==> src/rtl/snake_pkg.sv <==
// Shared definitions for the snake game-speed scheduler: phase encoding,
// level width and the width helper every counter is sized with.
package snake_pkg;

    localparam int LEVEL_W  = 4;
    localparam int MS_PER_S = 1000;

    typedef enum logic [1:0] {
        ST_IDLE  = 2'd0,
        ST_RUN   = 2'd1,
        ST_PAUSE = 2'd2,
        ST_OVER  = 2'd3
    } state_e;

    // Bits needed to hold 0..value-1; never less than one bit.
    function automatic int clog2(input int value);
        int bits;
        bits = 0;
        for (int v = value - 1; v > 0; v = v >> 1) begin
            bits++;
        end
        return (bits == 0) ? 1 : bits;
    endfunction

endpackage

==> src/rtl/ms_prescaler.sv <==
// Millisecond prescaler: one-cycle ms_stb every DIV enabled cycles.
// Holds its phase while en is low; clr restarts the millisecond from zero.
module ms_prescaler
    import snake_pkg::*;
#(
    parameter int DIV = 65_000
) (
    input  logic clk65MHz,
    input  logic rst,
    input  logic en,
    input  logic clr,
    output logic ms_stb
);

    localparam int CNT_W = clog2(DIV);
    localparam logic [CNT_W-1:0] TERM = CNT_W'(DIV - 1);

    logic [CNT_W-1:0] cnt_q;
    logic [CNT_W-1:0] cnt_d;

    assign ms_stb = en && (cnt_q == TERM);

    // NOTE: every path starts from the held value, so no latch is inferred.
    always_comb begin
        cnt_d = cnt_q;
        if (clr) begin
            cnt_d = '0;
        end else if (ms_stb) begin
            cnt_d = '0;
        end else if (en) begin
            cnt_d = cnt_q + CNT_W'(1);
        end
    end

    // NOTE: state flops use non-blocking assignment; reset is sampled on the clock edge.
    always_ff @(posedge clk65MHz) begin
        if (rst) begin
            cnt_q <= '0;
        end else begin
            cnt_q <= cnt_d;
        end
    end

endmodule

==> src/rtl/move_tick_ctrl.sv <==
// Snake game-speed scheduler: game phase FSM, speed level and move_tick strobe.
// Optional `TICK_BOOST_EN adds a boost input that halves newly latched periods.
module move_tick_ctrl
    import snake_pkg::*;
#(
    parameter int CLK_FREQ  = 65_000_000,
    parameter int BASE_MS   = 200,
    parameter int STEP_MS   = 10,
    parameter int MIN_MS    = 50,
    parameter int MAX_LEVEL = 15
) (
    input  logic               clk65MHz,
    input  logic               rst,
    input  logic               start,
    input  logic               pause_toggle,
    input  logic               game_over,
    input  logic               speed_up,
`ifdef TICK_BOOST_EN
    input  logic               boost,
`endif
    output logic               move_tick,
    output logic [LEVEL_W-1:0] level,
    output logic [1:0]         state,
    output logic               running
);

    localparam int MS_DIV = CLK_FREQ / MS_PER_S;
    localparam int PER_W  = clog2(BASE_MS + 1);

    typedef logic [PER_W-1:0] per_t;

    localparam per_t               BASE_P  = per_t'(BASE_MS);
    localparam per_t               MIN_P   = per_t'(MIN_MS);
    localparam logic [LEVEL_W-1:0] MAX_LVL = LEVEL_W'(MAX_LEVEL);

    state_e             state_q, state_d;
    logic [LEVEL_W-1:0] level_q, level_d;
    per_t               period_q, period_d;
    per_t               ms_cnt_q, ms_cnt_d;
    logic               move_tick_q, move_tick_d;

    logic               ms_stb;
    logic               start_run;
    logic               tick_cond;
    logic [LEVEL_W-1:0] lvl_sel;
    per_t               period_nom;
    per_t               period_sel;

    ms_prescaler #(
        .DIV (MS_DIV)
    ) u_prescaler (
        .clk65MHz (clk65MHz),
        .rst      (rst),
        .en       (state_q == ST_RUN),
        .clr      (start_run),
        .ms_stb   (ms_stb)
    );

    // Reduction is compared before subtracting so the period never underflows.
    function automatic per_t period_of(input logic [LEVEL_W-1:0] lvl);
        int red;
        red = int'(lvl) * STEP_MS;
        if (red + MIN_MS >= BASE_MS) begin
            return MIN_P;
        end
        return per_t'(BASE_MS - red);
    endfunction

    always_comb begin
        state_d   = state_q;
        start_run = 1'b0;
        case (state_q)
            ST_IDLE: begin
                if (start) begin
                    state_d   = ST_RUN;
                    start_run = 1'b1;
                end
            end
            ST_RUN: begin
                if (game_over) begin
                    state_d = ST_OVER;
                end else if (pause_toggle) begin
                    state_d = ST_PAUSE;
                end
            end
            ST_PAUSE: begin
                if (game_over) begin
                    state_d = ST_OVER;
                end else if (pause_toggle) begin
                    state_d = ST_RUN;
                end
            end
            ST_OVER: begin
                if (start) begin
                    state_d   = ST_RUN;
                    start_run = 1'b1;
                end
            end
            default: state_d = ST_IDLE;
        endcase
    end

    // A fresh game always starts at level 0, whatever level_q still holds.
    always_comb begin
        lvl_sel    = start_run ? '0 : level_q;
        period_nom = period_of(lvl_sel);
`ifdef TICK_BOOST_EN
        if (boost) begin
            period_sel = ((period_nom >> 1) < MIN_P) ? MIN_P : (period_nom >> 1);
        end else begin
            period_sel = period_nom;
        end
`else
        period_sel = period_nom;
`endif
    end

    always_comb begin
        tick_cond = ms_stb && (ms_cnt_q == period_q - per_t'(1));

        ms_cnt_d = ms_cnt_q;
        if (start_run || tick_cond) begin
            ms_cnt_d = '0;
        end else if (ms_stb) begin
            ms_cnt_d = ms_cnt_q + per_t'(1);
        end

        // Level changes only reach the period at the next latch point.
        period_d = period_q;
        if (start_run || tick_cond) begin
            period_d = period_sel;
        end

        // A tick coinciding with leaving RUN is dropped so it never lands outside RUN.
        move_tick_d = tick_cond && (state_d == ST_RUN);

        level_d = level_q;
        if (start_run) begin
            level_d = '0;
        end else if ((state_q == ST_RUN || state_q == ST_PAUSE) && speed_up &&
                     !game_over && (level_q != MAX_LVL)) begin
            level_d = level_q + LEVEL_W'(1);
        end
    end

    always_ff @(posedge clk65MHz) begin
        if (rst) begin
            state_q     <= ST_IDLE;
            level_q     <= '0;
            period_q    <= BASE_P;
            ms_cnt_q    <= '0;
            move_tick_q <= 1'b0;
        end else begin
            state_q     <= state_d;
            level_q     <= level_d;
            period_q    <= period_d;
            ms_cnt_q    <= ms_cnt_d;
            move_tick_q <= move_tick_d;
        end
    end

    assign move_tick = move_tick_q;
    assign level     = level_q;
    assign state     = state_q;
    assign running   = (state_q == ST_RUN);

endmodule

==> config.mk <==
export PLATFORM = sky130hd
export DESIGN_NAME = move_tick_ctrl
export DESIGN_NICKNAME = d
export VERILOG_FILES = /design/src/rtl/snake_pkg.sv /design/src/rtl/ms_prescaler.sv /design/src/rtl/move_tick_ctrl.sv
export SDC_FILE = /design/constraint.sdc
export NUM_CORES = 1
export LEC_CHECK = 0
export CELL_PAD_IN_SITES_DETAIL_PLACEMENT = 0
export CELL_PAD_IN_SITES_GLOBAL_PLACEMENT = 1
export CORE_MARGIN = 2
export CORE_UTILIZATION = 48
export CTS_CLUSTER_SIZE = 40
export DETAILED_ROUTE_END_ITERATION = 10
export GPL_TIMING_DRIVEN = 0
export HOLD_SLACK_MARGIN = 0.15
export PLACE_DENSITY = 0.94
export SYNTH_ARGS = -nofsm -noshare
export SYNTH_HDL_FRONTEND = slang
export SYNTH_HIERARCHICAL = 1
export SYNTH_SLANG_ARGS = --single-unit
==> constraint.sdc <==
create_clock -name clk65MHz -period 6 [get_ports clk65MHz]
set_clock_uncertainty 0.05 [all_clocks]
set_input_delay 1.2 -clock clk65MHz [delete_from_list [all_inputs] [get_ports clk65MHz]]
set_output_delay 1.2 -clock clk65MHz [all_outputs]
set_load 0.01 [all_outputs]
==> flow_summary.ini <==
[run_status]
status = complete, no violations

[critical_path]
crit-reg2reg-launch = state[0]$_SDFF_PP0_
cp-start-kind = input port
critPathKind = in -> reg
crit_path_top_delay_cell = fa_1
critPathCaptureType = register
cp.arrival_ps = 4510
cp_max_fo = 8
path_cells = clkdlybuf4s50_1, nand2_1, clkinv_1, nor2_1, ha_1, ha_1, inv_1, fa_1, nor2b_1, a221o_1, and4_1, o21ai_4, a221o_1
cpPeakStageDelay_ps = 560
rrSetupSlack_ps = 2130
required_ps = 6140
worstSetupStartpoint = start

[synth]
synth_top_family_by_area = simple AND/OR/NAND/NOR gates
synth-seq-area-share = 0.3414
netlist_instances = 261
synth_compound_area_frac = 0.1392
syn-num-nets = 280
synth-seq-cells = 38
synth_cell_type_count = 50
yosysWarnings = 6
synth-edff-count = 0
synth.avg_cell_area_um2 = 8.538
synth-simple-area-share = 0.2487
synthXorXnorAreaFrac = 0.1258
synth-adder-area-share = 0.07636
synth-async-reset-ratio = 0
synth_mux_area_frac = 0.01797
synth_ff_type = dfxtp_1
synth_area_mm2 = 0.002228

[placement]
io_buffers = 13
dpl_cell_area_mm2 = 0.002424
place_congestion = 0.8894
hpwl_um = 3269

[timing]
max_freq_mhz = 228.9
finalHoldViolCount = 0
tightest_slew_ps = 344.5
maxSlewHeadroom = 0.7695
finalCritPeriodShare = 0.7280
rsz0062_at_grt = no
finalSetupViolCount = 0
finalSetupTns_ps = 0
post-route-min-period_ps = 4368
final_max_slew_viol_count = 0

[drt]
routedWlPerCell_um = 13.25
via_per_inst = 5.605
drtPass1Iterations = 4
route.antenna.remaining_nets = 0
first_iter_violations = 64
vias = 1872
drc = 0
wl_um = 4427

[floorplanning]
die-area_mm2 = 0.005203
placementRows = 24
fp.coreArea_mm2 = 0.004414
die_w_um = 72.14
start_util = 0.5048
pin_count = 14
die-height_um = 72.14

[worst_hold_path]
hold_class = reg -> reg
min_from = u_prescaler/cnt_q[15]$_SDFFE_PP0P_

[final_layout]
layout_commonest_cell = nor2_1
drive_gt1_frac = 0.06738
antenna-diode-count = 0
design_area_mm2 = 0.002519
final_cell_mix = nor2_1, dfxtp_1, xnor2_1
nets = 300
area_delta_synth_final_pct = 13.03

[power]
leakage_nw = 0.9037
p_per_area_mw_per_mm2 = 266.6
ir_drop_uv = 177.0
power.total_uw = 671.5

[clock_network]
cts_root_buffer = clkbuf_8
cts_setup_buffers = 0
clk_pin_slew_worst_paths_ps = 80
insertion_delay_ps = 300
hold_buffers = 0
cts_tree = built
cts-resized-gates = 0
cts.sinks = 38
cts_inserted_buffers = 5
clock_path_buffers = 2
htree_num_levels = 2

[global_route]
antenna_found_initial = 0
gr-total-overflow = 0
grt_max_degree = 13
grt.total_usage = 0.1846
grt_pass1_wl_um = 7652
grt_pass1_vias = 1697

[run]
cap_violations = 0
## cell type report
cell class              instances  area (um^2)
well taps                      52        65.06
clock buffers                   6        82.58
fillers                       432         1896
clock inverters                 2        12.51
inverters                      17        63.81
plain buffers                   9        48.80
multi-input cells             197         1355
repair buffers                 13        130.1
flip-flops and latches         38        760.7
## layer usage
layer | track usage | up-vias | routed length (um)
met2 | 0.2987 | 31 | 2043
met4 | 0.08176 | 0 | 87
met1 | 0.2392 | 873 | 2173
li1 | - | 959 | -
met3 | 0.03472 | 9 | 122
met5 | 0 | - | 0
## sequential cells by signal, indices dropped and copies added (netlist names)
signal / flops
period_q: 7
u_prescaler/cnt_q: 16
state: 2
ms_cnt_q: 8
move_tick: 1
level: 4
## worst max-delay path, delay by kind of cell
family / cells / cell delay, ps
AOI/OAI and AO/OA: 3 / 590
adders and majority gates: 3 / 900
buffers and inverters: 3 / 800
and+or+nand+nor: 4 / 1020
## worst paths after layout
kind	end	cells after the start
setup / recovery	period_q[3]$_SDFFE_PP1P_	13
hold / removal	u_prescaler/cnt_q[15]$_SDFFE_PP0P_	2
setup reg to reg	period_q[3]$_SDFFE_PP1P_	14
hold reg to reg	u_prescaler/cnt_q[15]$_SDFFE_PP0P_	2
## synth_stat cells (3+ instances only)
library cell / instances / area [um^2]
dfxtp_1: 38 / 760.7
o21ai_0: 9 / 45.04
nor2_1: 39 / 146.4
inv_1: 16 / 60.06
ha_1: 12 / 150.1
nand4_1: 12 / 75.07
nand2b_1: 3 / 18.77
xor2_1: 15 / 131.4
clkbuf_1: 3 / 11.26
nand3_1: 14 / 70.07
nand2_1: 11 / 41.29
a21oi_1: 7 / 35.03
xnor2_1: 17 / 148.9
a221o_1: 5 / 50.05
a211oi_1: 3 / 22.52
mux2i_1: 4 / 40.04
or3_1: 6 / 37.54
nor3_1: 6 / 30.03
## cells by family after synthesis
logic type / Yosys count
buffers and inverters: 26
AO/OA/AOI/OAI: 40
flip-flops: 38
adder cells (fa/ha/maj): 13
XOR/XNOR: 32
multiplexers: 4
AND/OR/NAND/NOR: 108
## stage by stage
stage / setup WS (ps) / instances / utilization / hold WS (ps)
detailed placement: 1326 / 326 / 0.5490 / 442.3
floorplan: 2176 / 261 / - / 399.7
global route: 1415 / 334 / 0.5706 / 468.3
global placement: 1362 / 326 / 0.5490 / 409.7
CTS: 1641 / 334 / 0.5706 / 458.5
finish: 1632 / 334 / 0.5706 / 458.4
## power breakdown
group          switching, mW  internal [mW]  total (mW)
Combinational          0.105         0.0837       0.189
Clock                 0.0974         0.0924       0.190
Sequential            0.0231          0.270       0.293
(Power assumes the default switching activity.)
